--- src/rtl/seven_segment_mux.sv ---
// Time-multiplexed seven-segment driver with frame-aligned value updates and dead time.
// Optional leading-zero blanking is enabled by defining SEVEN_SEG_LZB_EN.
module seven_segment_mux #(
  parameter int DIGITS         = 4,
  parameter int REFRESH_DIV    = 1000,
  parameter int DEAD           = 2,
  parameter int SEG_ACTIVE_LOW = 0,
  parameter int AN_ACTIVE_LOW  = 0
) (
  input  logic                  clk,
  input  logic                  rst,
  input  logic [4*DIGITS-1:0]   value,
  input  logic [DIGITS-1:0]     dp_in,
  input  logic [DIGITS-1:0]     blank_in,
  input  logic                  load,
  output logic [7:0]            seg,
  output logic [DIGITS-1:0]     an,
  output logic                  frame_done
);

  localparam int CW = $clog2(REFRESH_DIV);
  localparam int IW = (DIGITS > 1) ? $clog2(DIGITS) : 1;
  localparam logic [CW-1:0] CNT_LAST = CW'(REFRESH_DIV - 1);
  localparam logic [CW-1:0] DEAD_C   = CW'(DEAD);
  localparam logic [IW-1:0] IDX_LAST = IW'(DIGITS - 1);
  localparam logic SEG_INV = (SEG_ACTIVE_LOW != 0);
  localparam logic AN_INV  = (AN_ACTIVE_LOW != 0);

  logic [CW-1:0]          cnt;
  logic [IW-1:0]          idx;
  logic                   pend_flag;
  logic [4*DIGITS-1:0]    pend_val;
  logic [DIGITS-1:0]      pend_dp;
  logic [DIGITS-1:0]      pend_blank;
  logic [4*DIGITS-1:0]    sh_val;
  logic [DIGITS-1:0]      sh_dp;
  logic [DIGITS-1:0]      sh_blank;

  logic                   boundary;
  logic [3:0]             nib;
  logic [DIGITS-1:0]      hide;
  logic                   upper_zero;
  logic [7:0]             seg_l;
  logic [DIGITS-1:0]      an_l;

  function automatic logic [6:0] decode(input logic [3:0] n);
    case (n)
      4'h0: decode = 7'b1111110;
      4'h1: decode = 7'b0110000;
      4'h2: decode = 7'b1101101;
      4'h3: decode = 7'b1111001;
      4'h4: decode = 7'b0110011;
      4'h5: decode = 7'b1011011;
      4'h6: decode = 7'b1011111;
      4'h7: decode = 7'b1110000;
      4'h8: decode = 7'b1111111;
      4'h9: decode = 7'b1111011;
      4'hA: decode = 7'b1110111;
      4'hB: decode = 7'b0011111;
      4'hC: decode = 7'b1001110;
      4'hD: decode = 7'b0111101;
      4'hE: decode = 7'b1001111;
      default: decode = 7'b1000111;
    endcase
  endfunction

  assign boundary = (cnt == CNT_LAST) && (idx == IDX_LAST);

  always_comb begin
    nib        = sh_val[idx*4 +: 4];
    hide       = sh_blank;
    upper_zero = 1'b1;
`ifdef SEVEN_SEG_LZB_EN
    // Walk down from the top digit; a digit hides while everything above it is zero.
    for (int i = DIGITS - 1; i >= 1; i--) begin
      upper_zero = upper_zero && (sh_val[4*i +: 4] == 4'h0);
      if (upper_zero && !sh_dp[i]) hide[i] = 1'b1;
    end
`endif
    seg_l = {decode(nib), sh_dp[idx]};
    if (hide[idx]) seg_l = 8'h00;
    an_l = '0;
    if (cnt >= DEAD_C) an_l[idx] = 1'b1;
    else               seg_l     = 8'h00;
  end

  // load is a one-cycle strobe with no ready: it is always taken, either straight
  // into the shadow on the boundary cycle or into the pending register (last wins).
  always_ff @(posedge clk) begin
    if (rst) begin
      cnt        <= '0;
      idx        <= '0;
      pend_flag  <= 1'b0;
      pend_val   <= '0;
      pend_dp    <= '0;
      pend_blank <= '0;
      sh_val     <= '0;
      sh_dp      <= '0;
      sh_blank   <= '0;
      frame_done <= 1'b0;
      seg        <= {8{SEG_INV}};
      an         <= {DIGITS{AN_INV}};
    end else begin
      if (cnt == CNT_LAST) begin
        cnt <= '0;
        idx <= (idx == IDX_LAST) ? '0 : idx + 1'b1;
      end else begin
        cnt <= cnt + 1'b1;
      end
      frame_done <= boundary;
      seg        <= seg_l ^ {8{SEG_INV}};
      an         <= an_l ^ {DIGITS{AN_INV}};
      if (boundary) begin
        if (load) begin
          sh_val   <= value;
          sh_dp    <= dp_in;
          sh_blank <= blank_in;
        end else if (pend_flag) begin
          sh_val   <= pend_val;
          sh_dp    <= pend_dp;
          sh_blank <= pend_blank;
        end
        pend_flag <= 1'b0;
      end else if (load) begin
        pend_val   <= value;
        pend_dp    <= dp_in;
        pend_blank <= blank_in;
        pend_flag  <= 1'b1;
      end
    end
  end

endmodule

--- config.mk ---
export PLATFORM = sky130hd
export DESIGN_NAME = seven_segment_mux
export DESIGN_NICKNAME = d
export VERILOG_FILES = /design/src/rtl/seven_segment_mux.sv
export SDC_FILE = /design/constraint.sdc
export NUM_CORES = 1
export LEC_CHECK = 0
export ABC_AREA = 1
export BUFFER_PORTS_ARGS = -buffer_cell sky130_fd_sc_hd__buf_2
export CORE_UTILIZATION = 40
export CTS_CLUSTER_DIAMETER = 200
export DETAILED_ROUTE_END_ITERATION = 7
export HOLD_SLACK_MARGIN = 0.08
export PLACE_DENSITY = 0.61
export SKIP_CTS_REPAIR_TIMING = 1
export SYNTH_ARGS = -nofsm -noshare
export SYNTH_HDL_FRONTEND = slang
export SYNTH_SLANG_ARGS = --single-unit
--- constraint.sdc ---
create_clock -name clk -period 2.1 [get_ports clk]
set_input_delay 0.21 -clock clk [delete_from_list [all_inputs] [get_ports clk]]
set_output_delay 0.21 -clock clk [all_outputs]
set_load 0.005 [all_outputs]
* Yosys cells after proc, flatten, opt, wreduce, memory -nomap -nowiden
Memory sizes are Yosys's and may differ from the RTL's. A register that Yosys moved wholly into a read port is not among the register bits.
Index checks and enable logic that the tools add are counted.
** Word-level totals
- Input port bits :: 27
- Output and inout bits :: 13
- Memory bits (read-only) :: 112
- Word-level logic and storage cells :: 45
- Memories kept :: 1
- Bits in registers :: 74
** Memories
- (no name shown) :: words 16, width 7, rd ports 1, clocked after memory_dff 1, write ports 0, RTL line 47 : case (n)
** Operators by class
- Reduce and logical (&&, ||, !) cells :: 9
- Bitwise operators :: 2
- Multiplexer cells :: 13
- Eq/ne operators :: 2
- Add/subtract/negate cells :: 2
- Magnitude comparators :: 3
- Shift-type cells :: 1
** Operators with widths (number)
- two-way mux 16 bit :: 2
- two-way mux 4 bit :: 4
- variable part select 16 x 5 -> 4 bit :: 1
- adder 10 x 1 -> 10 bit, second input constant :: 1
- == test 10 bit, second input constant :: 1
- greater-or-equal comparator 10 x 2 -> 1 bit, second input constant :: 1
- OR reduction 2 bit :: 3
- binary-select mux 1 bit (select 2 bit) :: 2
- AND reduction 2 bit :: 2
- less-than comparator 2 x 3 -> 1 bit, second input constant :: 1
- two-way mux 1 bit :: 3
- OR reduction 3 bit :: 1
- adder 2 x 1 -> 2 bit, second input constant :: 1
- demux 1 bit (select 2 bit) :: 1
- == test 2 bit, second input constant :: 1
- greater-or-equal comparator 2 x 1 -> 1 bit, second input constant :: 1
- logical AND 1 bit :: 2
- two-way mux 2 bit :: 1
- NOT 1 bit :: 2
- nonzero test 2 bit :: 1

* Logic depth before layout (Yosys ltp)
- Word-level depth :: 4
- Gate-level depth with buffers :: 11

* Worst setup path after synthesis
Ideal clock, no wire load.
- Kind :: register -> register
- Start point :: register idx[0]
- End point :: register seg[4]
- Setup slack :: 0.295 ns
- Path buffers :: 1
- Stages on the path, launching flop included :: 10
- Arrival time :: 1.692 ns
- Library setup time :: 0.113 ns
- Clock period less this slack :: 1.805 ns
- Data required time :: 1.987 ns
- Cell sequence :: dfxtp_1 -> buf_2 -> nand2_1 -> a32oi_1 -> inv_1 -> ha_1 -> nand2_1 -> nand2_1 -> nor2_1 -> nor2_1
** Between the ends
- Cells in the longest elaborated chain, start to end :: 3
- Elaborated cells on any way between the ends :: 4
** RTL lines
- from (decl) :: RTL line 30 : logic [IW-1:0] idx;
- from (signal assigned) :: RTL line 106 : idx <= (idx == IDX_LAST) ? '0 : idx + 1'b1;
- parallel branches: the longest is 3 deep, another holds variable part select 16 x 5 -> 4 bit
- to (decl) :: RTL line 16 : output logic [7:0] seg,
Parallel ways; which one is timed is not known. The select of a mux whose other input is x is not followed.
A chain may end at the register's enable or synchronous reset.

* Worst setup path after layout
Ends and elaborated chain as after synthesis.

==> qor.yml <==
placement:
  placed_area_sq_um: 4030
  hpwlAfterDp_um: 5470
  gp_congestion: 0.821
  io_buffers: 39
  dp_cells: 687
finish:
  drive_gt1_frac: 0.141
  final_cells: 704
  finalInstanceArea_sq_um: 4230
  antenna_cells: 0
  area_growth_pct: 12.9
  layout.nets: 631
cts:
  clock-root-buffer: "clkbuf_8"
  tritoncts: "built"
  clk_pin_slew_worst_paths_ns: 0.08
  cts_sinks: 74
  numCtsBuffers: 9
  clk_latency_ns: 0.35
  h-tree-depth: 3
  cts_buffer_depth: 2
critical_path:
  crit_path_max_fanout: 13
  endpoint_kind: "flop"
  cp_common_cell: "nand2_1"
  rr_worst_depth: 10
  r2r-start: "idx[0]"
  crit_type: "flop to flop"
  crit_required_ns: 2.34
  cp-startpoint: "idx[0]"
  worstPathBufferInverterCount: 3
  worstSetupEndpoint: "seg[4]"
  crit_chain: "buf_12, inv_2, nand2_1, a32oi_1, inv_1, ha_1, nand2_1, nand2_1, nor2_1, nor2_1"
  r2r_end: "seg[4]"
  critPathMaxStageDelay_ns: 0.39
  cp.arrival_ns: 2.15
  critical-path-top-delay-family: "buffers and inverters"
  slowest_stage: "dfxtp_1"
  cp-start-kind: "flop"
  timing.reg2reg.setup_slack_ns: 0.19
  path_depth: 10
detailed_routing:
  routedWlPerCell_um: 11.3
  dr.first_iter.drc_count: 115
  antenna_left: 0
  met1_length_um: 4060
  met3_length_um: 288
  drc: 0
  met2WireLength_um: 3450
  dr.pass1.iters: 4
  drt-total-wl_um: 7920
  num_vias: 3301
  top_layer: "met4"
  via_per_inst: 4.69
logic_synthesis:
  synth.cell_area_sq_um: 3750
  ys.flop_type: "dfxtp_1"
  async_flop_share: 0
  seq_area_frac_synth: 0.395
  synth.most_common_cell: "nand2_1"
  synth.cells.most_frequent: "nand2_1, nor2_1, dfxtp_1"
  yosysWarnings: 0
  netlist.top_cell.by_area: "dfxtp_1"
  ys_top_cells_by_area: "dfxtp_1, nand2_1, nor2_1"
  synth.top_cell.area_share: 0.395
  synthDistinctLibCells: 28
  synth_edf_count: 0
  syn_inst: 553
  postSynthAreaPerCell_sq_um: 6.78
  syn_nets: 593
  ys_seq_elements: 74
sta:
  min_period_ns: 1.91
  fin_crit_sh: 0.907
  slew_violations: 0
  fmax_mhz: 525
  hold_violations: 0
  finalSetupViolations: 0
  worstMarginPinSlew_ns: 0.586
  relSlewSlack: 0.609
  worst_clock_skew_ns: 0.00671
  hold_ws_ns: 0.179
  rsz0062_at_grt: "false"
  tns_ns: 0
global_route:
  grt_max_degree: 50
  grt_pass1_vias: 3124
  track_usage: 0.182
  overflow: 0
  antenna_found_initial: 0
  grt_pass1_wl_um: 14300
worst_hold_path:
  hold_path.class: "input pin to flop"
floorplanning:
  rows: 34
  die_area_sq_um: 9760
  initial_core_util: 0.421
  pin_count: 40
  die_h_um: 98.8
  die_w_um: 98.8
  core_sq_um: 8890
run_status:
  status: "finished clean"
run:
  maxCapViolations: 0
power:
  ir_worst_vdd_v: 0.000307
  leakagePower_nw: 2.13
  power_density_nw_per_um2: 648
  power_w: 0.00274
-- cells in the final DEF (no fill, tap or decap), types with 3 or more instances in the layout --
| master | instances |
|---|---|
| o21ai_0 | 5 |
| ha_1 | 13 |
| nand2_1 | 166 |
| inv_2 | 9 |
| buf_2 | 39 |
| mux2i_1 | 7 |
| nand3_1 | 26 |
| o21ai_1 | 5 |
| a21oi_1 | 16 |
| nor2_4 | 3 |
| nor2_1 | 132 |
| buf_4 | 8 |
| nand3b_1 | 26 |
| clkbuf_8 | 11 |
| inv_1 | 35 |
| dfxtp_1 | 73 |
-- stage by stage --
step | util | worst slack, ns
after floorplan | - | 0.295
after global placement | 0.454 | 0.0817
after detailed placement | 0.454 | 0.0134
after CTS | 0.474 | -0.00439
after global routing | 0.476 | 0.0225
final | 0.476 | 0.195
-- per-layer routing --
layer / vias up / track usage
met1: 1445 / 0.242
li1: 1783 / -
met2: 63 / 0.289
met3: 10 / 0.0333
met5: - / 0
met4: 0 / 0.0758
-- worst min path at each step --
stage,start,slack (ns),depth (start not counted),to
after floorplan,rst,0.28,1,frame_done
after global placement,rst,0.42,2,frame_done
after detailed placement,rst,0.43,2,frame_done
after CTS,rst,0.05,2,frame_done
after global routing,value[12],0.19,4,pend_val[12]
final,value[10],0.18,4,pend_val[10]
-- layout make-up --
class | count | area [sq um]
Fill cell | 938 | 4660
Multi-Input combinational cell | 412 | 1980
Sequential cell | 74 | 1480
Timing Repair Buffer | 49 | 285
Inverter | 45 | 169
Clock buffer | 12 | 155
Tap cell | 108 | 135
Clock inverter | 4 | 26.3
-- flip-flops by register name, indices dropped and copies added, names as in the netlist, 8 cells and up --
name      count
cnt          10
pend_val     16
seg           8
sh_val       16
-- worst reg2reg max path, stage by stage (launching register included) --
cell and delay, ns:
dfxtp_1 0.39, buf_12 0.18, inv_2 0.13, nand2_1 0.08
a32oi_1 0.28, inv_1 0.16, ha_1 0.32, nand2_1 0.07
nand2_1 0.06, nor2_1 0.10, nor2_1 0.05
-- report_power, final --
part | switching (W) | internal [W] | total, W
clock | 0.000523 | 0.000492 | 0.00101
sequential | 0.0000231 | 0.00146 | 0.00148
combinational | 0.000148 | 0.000101 | 0.000249
-- cells by family (layout without fill, tap and decap cells) --
family                   Yosys count  count (layout)  share of synthesized area
XOR/XNOR                           1               1                    0.00234
AO/OA/AOI/OAI                     27              27                     0.0371
flip-flops                        74              74                      0.395
adder cells (fa/ha/maj)           13              13                     0.0434
buffers and inverters             67             110                     0.0781
AND/OR/NAND/NOR                  364             364                      0.425
multiplexers                       7               7                     0.0187
Note: power is estimated with default switching activity, not from simulation.
